## config.mk

```make
export PLATFORM = sky130hd
export DESIGN_NAME = ibex_rf_write_arbiter
export DESIGN_NICKNAME = d
export VERILOG_FILES = /design/src/rtl/ibex_rf_write_arbiter.sv
export SDC_FILE = /design/constraint.sdc
export NUM_CORES = 1
export LEC_CHECK = 0
export ABC_AREA = 1
export BUFFER_PORTS_ARGS = -buffer_cell sky130_fd_sc_hd__buf_4
export CORE_MARGIN = 5
export CORE_UTILIZATION = 55
export DETAILED_ROUTE_END_ITERATION = 8
export PLACE_DENSITY_LB_ADDON = 0.2
export SYNTH_ARGS = -nofsm -noshare
export SYNTH_HDL_FRONTEND = slang
export SYNTH_SLANG_ARGS = --single-unit
```

## constraint.sdc

```tcl
create_clock -name clk_i -period 5 [get_ports clk_i]
set_input_delay 1 -clock clk_i [delete_from_list [all_inputs] [get_ports clk_i]]
set_output_delay 1 -clock clk_i [all_outputs]
set_load 0.05 [all_outputs]
```

## src/rtl/ibex_rf_write_arbiter.sv

```systemverilog
// ibex_rf_write_arbiter
//
// Drives the single write port of the latch-based register file. It merges
// two write sources:
//   - the in-order writeback stage (primary, single cycle, no handshake);
//   - a long-latency compute unit (secondary, valid/ready). Its results are
//     buffered in a small FIFO and written through from the FIFO head.
// It also keeps a busy scoreboard of destinations reserved for the secondary
// unit, and bounds how long the FIFO head can be starved by the primary path.
//
// Ports:
//   clk_i, rst_ni                     clock, asynchronous active-low reset
//   wb_we_i/wb_waddr_i/wb_wdata_i     primary write request
//   wb_stall_o                        core must hold its writeback this cycle
//   sec_valid_i/sec_ready_o           secondary result handshake
//   sec_waddr_i/sec_wdata_i           secondary result destination / data
//   rsv_valid_i/rsv_addr_i            destination reservation from ID
//   busy_o                            per-register pending-write bits
//   rf_we_o/rf_waddr_o/rf_wdata_o     register file write port
//   err_o                             one-cycle protocol-error pulse
module ibex_rf_write_arbiter #(
  parameter bit          RV32E       = 1'b0,
  parameter int unsigned DataWidth   = 32,
  parameter int unsigned FifoDepth   = 2,
  parameter int unsigned StarveLimit = 4
) (
  input  logic                 clk_i,
  input  logic                 rst_ni,
  input  logic                 wb_we_i,
  input  logic [4:0]           wb_waddr_i,
  input  logic [DataWidth-1:0] wb_wdata_i,
  output logic                 wb_stall_o,
  input  logic                 sec_valid_i,
  output logic                 sec_ready_o,
  input  logic [4:0]           sec_waddr_i,
  input  logic [DataWidth-1:0] sec_wdata_i,
  input  logic                 rsv_valid_i,
  input  logic [4:0]           rsv_addr_i,
  output logic [31:0]          busy_o,
  output logic                 rf_we_o,
  output logic [4:0]           rf_waddr_o,
  output logic [DataWidth-1:0] rf_wdata_o,
  output logic                 err_o
);

  localparam int unsigned PtrW = (FifoDepth > 1) ? $clog2(FifoDepth) : 1;
  localparam int unsigned CntW = PtrW + 1;
  localparam int unsigned StW  = $clog2(StarveLimit + 1);

  // Scoreboard index; on RV32E address bit 4 does not exist.
  function automatic logic [4:0] reg_idx(input logic [4:0] addr);
    reg_idx = RV32E ? {1'b0, addr[3:0]} : addr;
  endfunction

  logic [4:0]           fifo_addr [FifoDepth];
  logic [DataWidth-1:0] fifo_data [FifoDepth];
  logic [PtrW-1:0]      wr_ptr, rd_ptr;
  logic [CntW-1:0]      count;
  logic [31:0]          busy_q, busy_d;
  logic [StW-1:0]       starve_cnt;
  logic                 stall_q, err_q, err_d;
  logic                 empty, full, push, head_wr, starve_hit;
  logic [4:0]           head_addr, head_idx, rsv_idx, sec_idx, wb_idx;
  logic [DataWidth-1:0] head_data;

  assign empty       = (count == '0);
  assign full        = (count == CntW'(FifoDepth));
  // Ready depends only on the registered fill level, never on a same-cycle pop.
  assign sec_ready_o = !full;
  assign push        = sec_valid_i && !full;
  assign head_addr   = fifo_addr[rd_ptr];
  assign head_data   = fifo_data[rd_ptr];

  assign head_idx = reg_idx(head_addr);
  assign rsv_idx  = reg_idx(rsv_addr_i);
  assign sec_idx  = reg_idx(sec_waddr_i);
  assign wb_idx   = reg_idx(wb_waddr_i);

  // During a stall cycle the head owns the port and the primary request is
  // ignored; the core holds it and retries next cycle.
  assign head_wr = !empty && (stall_q || !wb_we_i);

  always_comb begin
    rf_we_o    = 1'b0;
    rf_waddr_o = '0;
    rf_wdata_o = '0;
    if (head_wr) begin
      rf_we_o    = 1'b1;
      rf_waddr_o = head_addr;
      rf_wdata_o = head_data;
    end else if (wb_we_i && !stall_q) begin
      rf_we_o    = 1'b1;
      rf_waddr_o = wb_waddr_i;
      rf_wdata_o = wb_wdata_i;
    end
  end

  // Clear for the written head first, then set, so a same-cycle set wins.
  always_comb begin
    busy_d = busy_q;
    if (head_wr) begin
      busy_d[head_idx] = 1'b0;
    end
    if (rsv_valid_i && (rsv_idx != 5'd0)) begin
      busy_d[rsv_idx] = 1'b1;
    end
    busy_d[0] = 1'b0;
    if (RV32E) begin
      busy_d[31:16] = '0;
    end
  end

  // A reservation of a register whose pending write is retiring this very
  // cycle is a legitimate re-issue, not a double reservation.
  always_comb begin
    err_d = 1'b0;
    if (rsv_valid_i && busy_q[rsv_idx] && !(head_wr && (head_idx == rsv_idx))) begin
      err_d = 1'b1;
    end
    if (push && !busy_q[sec_idx]) begin
      err_d = 1'b1;
    end
    if (wb_we_i && busy_q[wb_idx]) begin
      err_d = 1'b1;
    end
  end

  // The stall flop fires on the cycle the head loses for the StarveLimit-th
  // time in a row; the head is then guaranteed the port on the next cycle.
  assign starve_hit = !empty && !head_wr && (starve_cnt == StW'(StarveLimit - 1));

  // Control state: pointers, fill level, scoreboard, starvation, error.
  always_ff @(posedge clk_i or negedge rst_ni) begin
    if (!rst_ni) begin
      wr_ptr     <= '0;
      rd_ptr     <= '0;
      count      <= '0;
      busy_q     <= '0;
      starve_cnt <= '0;
      stall_q    <= 1'b0;
      err_q      <= 1'b0;
    end else begin
      if (push) begin
        wr_ptr <= wr_ptr + 1'b1;
      end
      if (head_wr) begin
        rd_ptr <= rd_ptr + 1'b1;
      end
      case ({push, head_wr})
        2'b10:   count <= count + 1'b1;
        2'b01:   count <= count - 1'b1;
        default: count <= count;
      endcase
      busy_q     <= busy_d;
      starve_cnt <= (empty || head_wr) ? '0 : starve_cnt + 1'b1;
      stall_q    <= starve_hit;
      err_q      <= err_d;
    end
  end

  // FIFO storage: data only, never reset.
  always_ff @(posedge clk_i) begin
    if (push) begin
      fifo_addr[wr_ptr] <= sec_waddr_i;
      fifo_data[wr_ptr] <= sec_wdata_i;
    end
  end

  assign busy_o     = busy_q;
  assign wb_stall_o = stall_q;
  assign err_o      = err_q;

endmodule

```

Word level (Yosys, flattened, before mapping)

Memory sizes are Yosys's and may differ from the RTL's.
Cells that the tools add are included.

Reduce and logical (&&, ||, !) cells: 25
Shift operators: 0
Div/mod/pow operators: 0
Eq/ne operators: 5
Bitwise logic cells: 3
$lt $le $gt $ge: 6
Multiply operators: 0
Add/sub/neg operators: 5
Muxes and demuxes: 25

Operator list:

| operator                                                               | count |
|---|---|
| 32-bit 2-to-1 mux                                                      | 4 |
| 32-bit bitwise AND                                                     | 1 |
| 32-bit NOT                                                             | 1 |
| 32-bit OR                                                              | 1 |
| 5-bit by 6-bit < comparator with 1-bit output (second input constant)  | 4 |
| 1-bit binary-select mux with 5-bit select                              | 3 |
| 1-bit logical AND                                                      | 13 |
| 1-bit 2-to-1 mux                                                       | 12 |
| 1-bit demux with 5-bit select                                          | 2 |
| 5-bit by 1-bit >= comparator with 1-bit output (second input constant) | 2 |
| 5-bit 2-to-1 mux                                                       | 2 |
| 1-bit zero test                                                        | 7 |
| 5-bit equality test                                                    | 1 |
| 5-bit nonzero test                                                     | 1 |
| 2-bit equality test (second input constant)                            | 2 |
| 2-bit one-hot mux with 2 select lines                                  | 1 |
| 3-bit by 1-bit adder with 3-bit output (second input constant)         | 1 |
| 3-bit by 2-bit equality test with 1-bit output (second input constant) | 1 |
| 3-bit 2-to-1 mux                                                       | 1 |
| 1-bit adder (second input constant)                                    | 2 |
| 2-bit by 1-bit adder with 2-bit output (second input constant)         | 1 |
| 2-bit by 1-bit equality test with 1-bit output (second input constant) | 1 |
| 2-bit zero test                                                        | 1 |
| 1-bit logical OR                                                       | 2 |
| 2 further kinds                                                        | 2 |

Bits of input ports: 84
Bits in writable memories: 74
Memories: 2
Bits in latches: 0
Register bits: 40
Memory bits (read-only): 0

Memories:

| memory    | words | width | read ports | clocked after memory_dff | write ports | line | text |
|---|---|---|---|---|---|---|---|
| fifo_data | 2     | 32    | 1          | 0                        | 1           | 56   | `logic [DataWidth-1:0] fifo_data [FifoDepth];` |
| fifo_addr | 2     | 5     | 1          | 0                        | 1           | 55   | `logic [4:0] fifo_addr [FifoDepth];` |

Depth between registers and ports, before layout

An unclocked memory read counts as a cell.

Depth after elaboration: 10
Mapped depth: 11
Depth with buffers taken out: 10

Least setup slack after synthesis

OpenSTA, ideal clock, no wires.

Path type: input to output
Start: in wb_waddr_i[1]
End: out rf_waddr_o[1]
Cell stages on the path: 3
Arrival time: 2.163 ns
Required time: 4.000 ns
Setup slack: 1.837 ns
Path through: buf_2 clkinv_1 o22ai_1

Longest elaborated chain between the ends: 2

RTL lines:

| item             | line | text |
|---|---|---|
| from (decl)      | 30   | `input logic [4:0] wb_waddr_i,` |
| 5-bit 2-to-1 mux | 91   | `end else if (wb_we_i && !stall_q) begin` |
| 5-bit 2-to-1 mux | 87   | `if (head_wr) begin` |
| to (decl)        | 41   | `output logic [4:0] rf_waddr_o,` |

Every way passes these cells.

Worst setup path in the final report

Start: in wb_we_i
End: out rf_waddr_o[2]

Longest elaborated chain between the ends: 4
Elaborated cells on any way between the ends: 6
Classes of those cells: mux: 2; reduce/logical: 4

RTL lines:

| item                 | line | text |
|---|---|---|
| from (decl)          | 29   | `input logic wb_we_i,` |
| 1-bit zero test      | 81   | `assign head_wr = !empty && (stall_q \|\| !wb_we_i);` |
| 1-bit logical OR     | 81   |  |
| 1-bit logical AND    | 81   |  |
| 5-bit 2-to-1 mux (*) | 87   |  |

Every way passes the cells marked *; elsewhere a longest branch is shown, timed or not.

==> results.toml <==
[power]
pwr-share-comb_pct = 47.4
p_clk_share_pct = 23.0
p_sw_share_pct = 46.92
intPower_uw = 2786
p_leak_uw = 0.003675
power_density_nw_per_um2 = 674.6
p_seq_share_pct = 29.6
fin_total_pwr_uw = 5249
peakVddDrop_mv = 0.4247
switchingPower_uw = 2463

[global_routing]
grt_util_all_layers_pct = 28.32
grt_pass1_vias = 5721
grt_max_degree = 41
grt_busiest_layer = "met2"
use_met2_pct = 47.23
antenna_found_initial = 0
grt_pass1_wl_um = 28700
grt_overflow = 0
grt_util_met3_pct = 5.920
grt_use_met1_pct = 35.95

[worst_setup_path]
crit_fanout = 35
ff2ff_setup_slack_ns = 2.75
slowest_delay_ns = 0.39
startpoint_type = "input pin"
worstReg2RegStart = "rd_ptr"
critPathBufInv = 5
required_ns = 4.00
crit_slowest_cell = "nor2_4"
worstPathArrival_ns = 2.67
worstSetupPathType = "in -> out"
crit_chain = "buf_4, inv_1, nor2_4, buf_4, nor2_4, inv_1, o22ai_1, buf_4"
crit_top_cell = "buf_4"
reg2reg_depth = 10
worstSetupEndpointType = "output port"
rr_endpoint = "err_o"
cpLargestDelayFamily = "buffers and inverters"

[timing]
fin_crit_sh_pct = 73.50
setup-violations-final = 0
setup-tns-final_ns = 0
fmax_mhz = 272.1
finalClockSkew_ns = 0.007529
finalHoldViolCount = 0
grt_setup_unrepaired = "no"
post-route-min-period_ns = 3.675
tightest_slew_ns = 1.115
slew-limit-headroom_pct = 25.50
slew_violations = 0

[synth]
yosysUniqueCellTypes = 34
yosysMostFrequentCell = "nand2_1"
synth.cell_area_um2 = 5972
synth_top_family_by_area = "simple AND/OR/NAND/NOR gates"
muxShareOfSynthArea_pct = 0
synth_edf_count = 74
synth_top_cell_by_area = "edfxtp_1"
synth_compound_area_share_pct = 12.07
synth_xor_area_share_pct = 0.4400
synth_fa_ha_area_share_pct = 0.6285
syn_nets = 777
yosys.area_share.simple_pct = 25.58
avgSynthCellArea_um2 = 8.655
yosys.area.top_type_share_pct = 37.21
synthTopCellsByArea = "edfxtp_1 (37%), dfrtp_1 (17%), nand2_1 (14%), nand3_1 (7.5%), o21ai_0 (5.2%)"
ys_ff_latch = 114
synth_ff_type = "edfxtp_1"
yosysSeqAreaShare_pct = 53.97
synth_cells = 690
synth_async_sr_flop_share_pct = 35.09
synth_common_cells = "nand2_1 (225), nand3_1 (90), edfxtp_1 (74)"
ys_warn_count = 0

[floorplanning]
fp-row-count = 38
fp.dieArea_um2 = 13040
initial_core_util_pct = 55.58
io_pins = 157
die_x_um = 114.2
die-height_um = 114.2
coreArea_um2 = 10750

[route]
dr.pass1.iters = 5
drt-total-wl_um = 18120
antenna_violating_nets_post_route = 0
drt_iter0_drc = 561
viasPerCell = 5.760
wl_per_cell_um = 18.27
drc = 0
via_count = 5714

[place]
dp_hpwl_um = 12890
io_buffers = 155
dpl-instance-area_um2 = 7187
gp_congestion = 0.9447

[min_path]
hold_path_class = "reg -> reg"
min_from = "starve_cnt[0]"
min_to = "starve_cnt[0]"
min_path_cells = 1

[final_layout]
finalInstanceArea_um2 = 7781
layout-drive-gt1-share_pct = 25.23
syn_to_final_growth_pct = 30.30
fillers = 818
n_antenna_cell = 0
final_nets = 926

[cts]
cts_tree = "yes"
cts-root-buf = "clkbuf_8"
insertion_delay_ns = 0.51
cts_resized = 0
post-cts-setup-buffers = 0
holdBufCountCts = 0
cts_made_buffers = 17
path_clk_slew_ns = 0.06
clock_path_buffers = 2
cts.sinks = 114
h-tree-depth = 4

[outcome]
status = "complete, no violations"

[flow_run]
maxCapViolations = 0
-- power groups by stage --
stage,clock (µW),sequential (µW),combinational [µW]
after floorplan,0,1940,1310
after global placement,0,1550,2430
after detailed placement,0,1560,2470
after CTS,1210,1550,2490
after global routing,1270,1580,2670
final,1210,1550,2490
-- cell usage in the layout, fill, tap and decap left out, types with 4 or more instances in the layout --
| cell | instances |
|---|---|
| nand3_1 | 90 |
| o21ai_1 | 8 |
| inv_1 | 62 |
| buf_4 | 158 |
| o22ai_1 | 5 |
| dfrtp_1 | 40 |
| nand2_2 | 6 |
| nor2_4 | 5 |
| clkbuf_16 | 16 |
| inv_6 | 4 |
| clkinv_2 | 4 |
| nor2_1 | 24 |
| nand2_1 | 225 |
| edfxtp_1 | 74 |
| a22o_1 | 32 |
| o21ai_0 | 62 |
-- kinds of logic (layout without fill, tap and decap cells) --
group                      after synthesis  in the layout
and+or+nand+nor                        358            358
AOI/OAI and AO/OA                      114            114
DFF                                    114            114
buffers and inverters                   97            259
adders and majority gates                3              3
xor gates and xnor gates                 3              3
other                                    1              1
-- metal layers --
| metal | vias up | routed length [µm] |
|---|---|---|
| li1 | 2623 | - |
| met1 | 2704 | 7055 |
| met2 | 339 | 8919 |
| met3 | 48 | 1596 |
| met4 | 0 | 552 |
| met5 | - | 0 |
-- flip-flops by register name, indices dropped and copies added (netlist names) --
| signal | cells |
|---|---|
| busy_o | 31 |
| count | 2 |
| err_o | 1 |
| fifo_addr | 10 |
| fifo_data | 64 |
| rd_ptr | 1 |
| starve_cnt | 3 |
| wb_stall_o | 1 |
| wr_ptr | 1 |
-- final cells by class --
cell class	instances	area [µm²]	share of cell area, %
clock buffer	17	414.1	5.322
clock inverter	15	180.2	2.315
inverter	69	264.0	3.393
multi-input combinational	479	2338	30.05
sequential	114	3223	41.42
tap	140	175.2	2.251
timing repair buffer	158	1186	15.24
-- how the worst max path moves through the flow --
stage             startpoint       endpoint  slack, ns  cells past startpoint
4_1_cts              wb_we_i  rf_waddr_o[0]       1.31                      8
3_5_place_dp         wb_we_i  rf_waddr_o[0]       1.34                      8
5_1_grt              wb_we_i  rf_waddr_o[1]       1.22                      8
6_report             wb_we_i  rf_waddr_o[2]       1.33                      8
2_1_floorplan  wb_waddr_i[1]  rf_waddr_o[1]       1.84                      3
3_3_place_gp         wb_we_i  rf_waddr_o[1]       1.43                      8
-- through the flow --
stage | utilization, % | hold slack, ns | std cells | setup WS [ns]
CTS | 72.41 | 0.4521 | 992 | 1.310
global placement | 66.88 | 0.4207 | 960 | 1.433
floorplan | - | 0.4099 | 690 | 1.837
detailed placement | 66.88 | 0.4448 | 960 | 1.344
finish | 72.41 | 0.4492 | 992 | 1.325
global route | 72.41 | 0.4590 | 992 | 1.222
Power figures use the tool's default switching activity.
